<file path="src/rtl/dsec_pkg.sv">
// dsec_pkg: shared state encodings and parameter defaults for the DSEC control slice
package dsec_pkg;
  localparam logic [1:0] IDLE  = 2'd0;
  localparam logic [1:0] START = 2'd1;
  localparam logic [1:0] BUSY  = 2'd2;
  localparam logic [1:0] HOLD  = 2'd3;
  localparam int DEF_NUM_KEY_WORDS = 3;
  localparam int DEF_KSEL_W        = 2;
  localparam int DEF_CORE_TIMEOUT  = 64;
endpackage

</file>
<file path="src/rtl/dsec_if.sv">
// dsec_if: handshake and strobe bundle between the DSEC controller and its datapath/host
//   slave  : controller side (takes key_config/in_valid/out_rcvd/core_done, drives the rest)
//   master : host/datapath side
interface dsec_if import dsec_pkg::*; #(
  parameter int KSEL_W = DEF_KSEL_W
) ();
  logic key_config;
  logic in_valid;
  logic out_rcvd;
  logic core_done;
  logic rdy;
  logic out_valid;
  logic error;
  logic key_we;
  logic [KSEL_W-1:0] key_sel;
  logic key_loaded;
  logic data_ld;
  logic core_start;
  logic out_ld;
  modport slave (
    input  key_config, in_valid, out_rcvd, core_done,
    output rdy, out_valid, error, key_we, key_sel, key_loaded, data_ld, core_start, out_ld
  );
  modport master (
    output key_config, in_valid, out_rcvd, core_done,
    input  rdy, out_valid, error, key_we, key_sel, key_loaded, data_ld, core_start, out_ld
  );
endinterface

</file>
<file path="src/rtl/dsec_key_seq.sv">
// dsec_key_seq: key word sequencer (key_cnt, key_we/key_sel strobes, key_loaded, partial-key detect)
//   idle        : controller is in IDLE; key words and the partial check only count there
//   key_we      : same-cycle write strobe for key word key_sel
//   key_loaded  : registered, set when the last word of a set is written
//   partial_err : key_config dropped with a set half written; one-cycle event
module dsec_key_seq import dsec_pkg::*; #(
  parameter int NUM_KEY_WORDS = DEF_NUM_KEY_WORDS,
  parameter int KSEL_W        = DEF_KSEL_W
) (
  input  logic              clk,
  input  logic              rst,
  input  logic              idle,
  input  logic              key_config,
  input  logic              in_valid,
  output logic              key_we,
  output logic [KSEL_W-1:0] key_sel,
  output logic              key_loaded,
  output logic              partial_err
);
  logic [KSEL_W-1:0] key_cnt;
  logic last;
  assign key_sel = key_cnt;
  assign key_we = idle & key_config & in_valid;
  assign last = key_cnt == KSEL_W'(NUM_KEY_WORDS - 1);
  // key_cnt is only nonzero mid-set, so a low key_config in IDLE with key_cnt!=0 is the falling edge
  assign partial_err = idle & ~key_config & (key_cnt != '0);
  always_ff @(posedge clk)
    if (rst) begin
      key_cnt <= '0;
      key_loaded <= 1'b0;
    end else if (partial_err) begin
      key_cnt <= '0;
    end else if (key_we) begin
      key_cnt <= last ? '0 : key_cnt + KSEL_W'(1);
      key_loaded <= last;
    end
endmodule

</file>
<file path="src/rtl/dsec_ctrl.sv">
// dsec_ctrl: control FSM sequencing the DSEC cipher datapath (key load, start, wait, hold)
//   clk, rst : clock, synchronous active-high reset
//   bus      : dsec_if.slave handshake/strobe bundle
//   err_cnt  : saturating error event count, present only with DSEC_ERR_COUNT_EN defined
module dsec_ctrl import dsec_pkg::*; #(
  parameter int NUM_KEY_WORDS = DEF_NUM_KEY_WORDS,
  parameter int KSEL_W        = DEF_KSEL_W,
  parameter int CORE_TIMEOUT  = DEF_CORE_TIMEOUT
) (
  input  logic       clk,
  input  logic       rst,
`ifdef DSEC_ERR_COUNT_EN
  output logic [7:0] err_cnt,
`endif
  dsec_if.slave      bus
);
  localparam int TW = $clog2(CORE_TIMEOUT + 1);
  logic [1:0] state, state_nx;
  logic [TW-1:0] tcnt;
  logic idle, busy, hold, accept, drop, bad_iv, tmo, partial_err, key_loaded;
  dsec_key_seq #(.NUM_KEY_WORDS(NUM_KEY_WORDS), .KSEL_W(KSEL_W)) u_key_seq (
    .clk(clk),
    .rst(rst),
    .idle(idle),
    .key_config(bus.key_config),
    .in_valid(bus.in_valid),
    .key_we(bus.key_we),
    .key_sel(bus.key_sel),
    .key_loaded(key_loaded),
    .partial_err(partial_err)
  );
  assign idle = state == IDLE;
  assign busy = state == BUSY;
  assign hold = state == HOLD;
  assign accept = idle & bus.in_valid & ~bus.key_config & key_loaded;
  assign drop = idle & bus.in_valid & ~bus.key_config & ~key_loaded;
  assign bad_iv = ~idle & bus.in_valid;
  // core_done on the last allowed BUSY cycle still completes normally
  assign tmo = busy & ~bus.core_done & (tcnt == TW'(CORE_TIMEOUT - 1));
  assign bus.rdy = idle;
  assign bus.key_loaded = key_loaded;
  assign bus.data_ld = accept;
  assign bus.out_ld = busy & bus.core_done;
  always_comb
    state_nx = idle ? (accept ? START : IDLE) :
               (state == START) ? BUSY :
               busy ? (bus.core_done ? HOLD : (tmo ? IDLE : BUSY)) :
               (bus.out_rcvd ? IDLE : HOLD);
  always_ff @(posedge clk)
    if (rst) begin
      state <= IDLE;
      tcnt <= '0;
      bus.error <= 1'b0;
      bus.out_valid <= 1'b0;
      bus.core_start <= 1'b0;
    end else begin
      state <= state_nx;
      tcnt <= (busy & ~bus.core_done & ~tmo) ? tcnt + TW'(1) : '0;
      bus.error <= bus.error | bad_iv | drop | tmo | partial_err;
      bus.out_valid <= (busy & bus.core_done) | (hold & ~bus.out_rcvd);
      bus.core_start <= accept;
    end
`ifdef DSEC_ERR_COUNT_EN
  logic [8:0] err_sum;
  assign err_sum = {1'b0, err_cnt} + 9'(bad_iv) + 9'(drop) + 9'(tmo) + 9'(partial_err);
  always_ff @(posedge clk)
    if (rst) err_cnt <= '0;
    else err_cnt <= err_sum[8] ? 8'hFF : err_sum[7:0];
`endif
endmodule

</file>
<file path="src/flat_wrapper.sv">
// flat-port wrapper written by rule: the top's interface ports become plain ports
module dsec_ctrl_flat import dsec_pkg::*;
#(
  parameter int NUM_KEY_WORDS = DEF_NUM_KEY_WORDS,
  parameter int KSEL_W        = DEF_KSEL_W,
  parameter int CORE_TIMEOUT  = DEF_CORE_TIMEOUT
)
  (clk, rst, bus_key_config, bus_in_valid, bus_out_rcvd, bus_core_done, bus_rdy, bus_out_valid, bus_error, bus_key_we, bus_key_sel, bus_key_loaded, bus_data_ld, bus_core_start, bus_out_ld);
  dsec_if #(.KSEL_W(KSEL_W)) bus_i ();
  input  logic clk;
  input  logic rst;
  input wire logic [$bits(bus_i.key_config)-1:0] bus_key_config;
  input wire logic [$bits(bus_i.in_valid)-1:0] bus_in_valid;
  input wire logic [$bits(bus_i.out_rcvd)-1:0] bus_out_rcvd;
  input wire logic [$bits(bus_i.core_done)-1:0] bus_core_done;
  output wire logic [$bits(bus_i.rdy)-1:0] bus_rdy;
  output wire logic [$bits(bus_i.out_valid)-1:0] bus_out_valid;
  output wire logic [$bits(bus_i.error)-1:0] bus_error;
  output wire logic [$bits(bus_i.key_we)-1:0] bus_key_we;
  output wire logic [$bits(bus_i.key_sel)-1:0] bus_key_sel;
  output wire logic [$bits(bus_i.key_loaded)-1:0] bus_key_loaded;
  output wire logic [$bits(bus_i.data_ld)-1:0] bus_data_ld;
  output wire logic [$bits(bus_i.core_start)-1:0] bus_core_start;
  output wire logic [$bits(bus_i.out_ld)-1:0] bus_out_ld;
  assign bus_i.key_config = bus_key_config;
  assign bus_i.in_valid = bus_in_valid;
  assign bus_i.out_rcvd = bus_out_rcvd;
  assign bus_i.core_done = bus_core_done;
  assign bus_rdy = bus_i.rdy;
  assign bus_out_valid = bus_i.out_valid;
  assign bus_error = bus_i.error;
  assign bus_key_we = bus_i.key_we;
  assign bus_key_sel = bus_i.key_sel;
  assign bus_key_loaded = bus_i.key_loaded;
  assign bus_data_ld = bus_i.data_ld;
  assign bus_core_start = bus_i.core_start;
  assign bus_out_ld = bus_i.out_ld;
  dsec_ctrl #(.NUM_KEY_WORDS(NUM_KEY_WORDS), .KSEL_W(KSEL_W), .CORE_TIMEOUT(CORE_TIMEOUT)) u_core (.clk(clk), .rst(rst), .bus(bus_i));
endmodule
</file>
<file path="config.mk">
export PLATFORM = sky130hd
export DESIGN_NAME = dsec_ctrl_flat
export DESIGN_NICKNAME = d
export VERILOG_FILES = /design/src/rtl/dsec_pkg.sv /design/src/rtl/dsec_if.sv /design/src/rtl/dsec_key_seq.sv /design/src/rtl/dsec_ctrl.sv /design/src/flat_wrapper.sv
export SDC_FILE = /design/constraint.sdc
export NUM_CORES = 1
export LEC_CHECK = 0
export CORE_AREA = 2 2 39 41
export CTS_BUF_LIST = sky130_fd_sc_hd__clkbuf_8
export DETAILED_ROUTE_END_ITERATION = 7
export DIE_AREA = 0 0 41 43
export PLACE_DENSITY = 0.84
export SLEW_MARGIN = 20
export SYNTH_ARGS = -nofsm -noshare
export SYNTH_HDL_FRONTEND = slang
export SYNTH_SLANG_ARGS = --single-unit
</file>
<file path="constraint.sdc">
create_clock -name clk -period 2.8 [get_ports clk]
set_clock_uncertainty 0.15 [all_clocks]
set_input_delay 0.56 -clock clk [delete_from_list [all_inputs] [get_ports clk]]
set_output_delay 0.56 -clock clk [all_outputs]
set_load 0.02 [all_outputs]
</file>
==> impl_metrics.env <==
export IMPL_ys_warnings_count=0
export IMPL_path_clk_slew_ps=60
export IMPL_cp_arrival_ps=1900
export IMPL_final_area_sq_um=836
export IMPL_worstSetupPathType="input pin to primary output"
export IMPL_rsz0062_at_grt="no"
export IMPL_io_pins=16
export IMPL_avgViaCountPerCell=5.05
export IMPL_num_rows=14
export IMPL_place_gp_congestion=0.680
export IMPL_multi_input_area_sq_um=302
export IMPL_numCtsBuffers=3
export IMPL_drt_iter0_drc=7
export IMPL_power_frac_comb=0.089
export IMPL_cts_tree="done"
export IMPL_ctsResizeCount=0
export IMPL_synth_area_leaders="dfxtp_1 (48%), nor2_1 (5.4%), mux2i_1 (3.2%)"
export IMPL_syn_nets=73
export IMPL_postCtsSetupBuffers=0
export IMPL_n_antenna_cell=0
export IMPL_synthMuxAreaShare=0.0498
export IMPL_p_leak_nw=0.317
export IMPL_dr_wl_met3_um=76
export IMPL_final_nets=92
export IMPL_first_pass_iters=2
export IMPL_seqPwrFrac=0.519
export IMPL_internal_power_mw=0.334
export IMPL_timing_final_crit_share=0.931
export IMPL_hold_depth=1
export IMPL_ys_async_sr_fraction=0
export IMPL_synth_seq_cells=15
export IMPL_io_buffer_count=15
export IMPL_grt_max_degree=9
export IMPL_cts_root_buffer="clkbuf_8"
export IMPL_syn_area_sq_um=628
export IMPL_slew_violations=0
export IMPL_initial_utilization=0.454
export IMPL_cp_start_kind="input pin"
export IMPL_setup_viol=0
export IMPL_clkSinkCount=15
export IMPL_route_detailed_drc=0
export IMPL_cp_end_kind="primary output"
export IMPL_synth_simple_area_share=0.281
export IMPL_min_period_ps=2610
export IMPL_synth_area_leader_cell="dfxtp_1"
export IMPL_drt_total_wl_mm=1.11
export IMPL_crit_fanout=4
export IMPL_grt_pass1_vias=468
export IMPL_overflow=0
export IMPL_grt_util_all_layers=0.158
export IMPL_synthCells=66
export IMPL_r2r_setup_slack_ps=1250
export IMPL_drive_gt1_frac=0.131
export IMPL_yosysTopAreaCellShare=0.478
export IMPL_required_ps=2090
export IMPL_met2RoutedLength_um=507
export IMPL_fillCellCount=130
export IMPL_clock_latency_ps=240
export IMPL_synth_distinct_cells=31
export IMPL_floorplan_die_area_sq_um=1760
export IMPL_dp_cells=96
export IMPL_antenna_left=0
export IMPL_syn2layout_area_growth_pct=33.1
export IMPL_dr_total_vias=505
export IMPL_avgRoutedWirePerCell_um=11.1
export IMPL_h_tree_depth=1
export IMPL_highest_layer="met4"
export IMPL_synth_compound_area_frac=0.0737
export IMPL_p_per_area_nw_per_um2=506
export IMPL_power_switching_mw=0.0889
export IMPL_max_slew_margin=0.607
export IMPL_synth_xor_area_share=0.0558
export IMPL_dieWidth_um=41
export IMPL_layout_common_cells="clkdlybuf4s50_1 (15), dfxtp_1 (15), nor2_1 (9), nand2_1 (4)"
export IMPL_dp_slack_ps=213
export IMPL_synth_edf_count=0
export IMPL_worstRegToRegCells=5
export IMPL_dpl_cell_area_sq_um=791
export IMPL_antenna_found_initial=0
export IMPL_hold_ws_ps=292
export IMPL_clkPwrFrac=0.392
export IMPL_seq_area_frac_synth=0.478
export IMPL_final_hold_violation_count=0
export IMPL_synth_top_family_by_area="simple AND/OR/NAND/NOR gates"
export IMPL_worst_pin_slew_ps=585
export IMPL_hold_buffers=0
export IMPL_clk_path_buf_depth=2
export IMPL_ir_drop_mv=0.303
export IMPL_synth_fa_ha_area_frac=0.0199
export IMPL_swShare=0.210
export IMPL_min_path_type="flip-flop to flip-flop"
export IMPL_fmax_ghz=0.384
export IMPL_synth_ff_type="dfxtp_1"
export IMPL_regArea_sq_um=300
export IMPL_setup_slack_ps=194
export IMPL_setup_tns_final_ps=0
export IMPL_status="finished, final reports clean"
export IMPL_grt_pass1_wl_mm=1.81
export IMPL_dieHeight_um=43
export IMPL_hpwl_um=852
export IMPL_avgSynthCellArea_sq_um=9.52
export IMPL_maxCapViolations=0
export IMPL_core_sq_um=1380
export IMPL_layout_cells_non_filler=100
export IMPL_wl_met1_um=499
==> power by group through the flow <==
stage	clock network, mW	logic [mW]	registers (mW)
final	0.166	0.0376	0.220
after global routing	0.179	0.0407	0.220
after CTS	0.171	0.0379	0.220
after detailed placement	0	0.0378	0.224
after global placement	0	0.0370	0.224
after floorplan	0	0.0165	0.228
==> cells in the mapped netlist, types with 2 or more instances <==
cell and instances:
a21oi_1 2, and3_1 2, dfxtp_1 15, inv_1 2
mux2i_1 2, nand2_1 4, nand2b_1 2, nand3_1 3
nor2_1 9, nor3_2 2, xnor2_1 2, xor2_1 2
==> metal layers <==
metal	vias to the layer above	track usage
met4	0	0.100
li1	259	-
met3	4	0.0628
met2	15	0.222
met5	-	0
met1	227	0.191
==> cell families (layout without fill, tap and decap cells) <==
kind of cell | count (synthesis) | count (layout)
fa+ha+maj | 1 | 1
compound gates | 7 | 7
simple gates | 31 | 31
flops | 15 | 15
mux | 3 | 3
buf+inv | 5 | 23
xor+xnor | 4 | 4
==> layout make-up <==
class                   instances  share of cell area
well taps                      16              0.0240
inverters                       3              0.0135
clock buffers                   3              0.0494
flip-flops and latches         15               0.359
clock inverters                 1             0.00449
multi-input cells              46               0.361
repair buffers                 16               0.189
==> metrics by stage <==
stage / power (mW) / utilization
after global routing: 0.440 / 0.604
after floorplan: 0.244 / -
after detailed placement: 0.262 / 0.571
after CTS: 0.429 / 0.604
after global placement: 0.261 / 0.571
final: 0.423 / 0.604
==> flip-flops by register name, summed over array words and instances (netlist names) <==
name                         flops
u_core.tcnt                      7
u_core.bus.core_start            1
u_core.bus.error                 1
u_core.state                     2
u_core.u_key_seq.key_sel         2
u_core.bus.out_valid             1
u_core.u_key_seq.key_loaded      1
==> critical path, cell delays in order <==
cell and delay, ps:
clkdlybuf4s50_1 450, nand4b_1 220, inv_1 80, clkdlybuf4s50_1 590
==> final timing paths <==
| kind | start | endpoint |
|---|---|---|
| setup / recovery | bus_key_config | bus_data_ld |
| hold reg to reg | u_core.tcnt[6] | u_core.tcnt[6] |
| hold / removal | u_core.tcnt[6] | u_core.tcnt[6] |
| setup reg to reg | u_core.tcnt[0] | u_core.state[1] |
(Power assumes the default switching activity.)
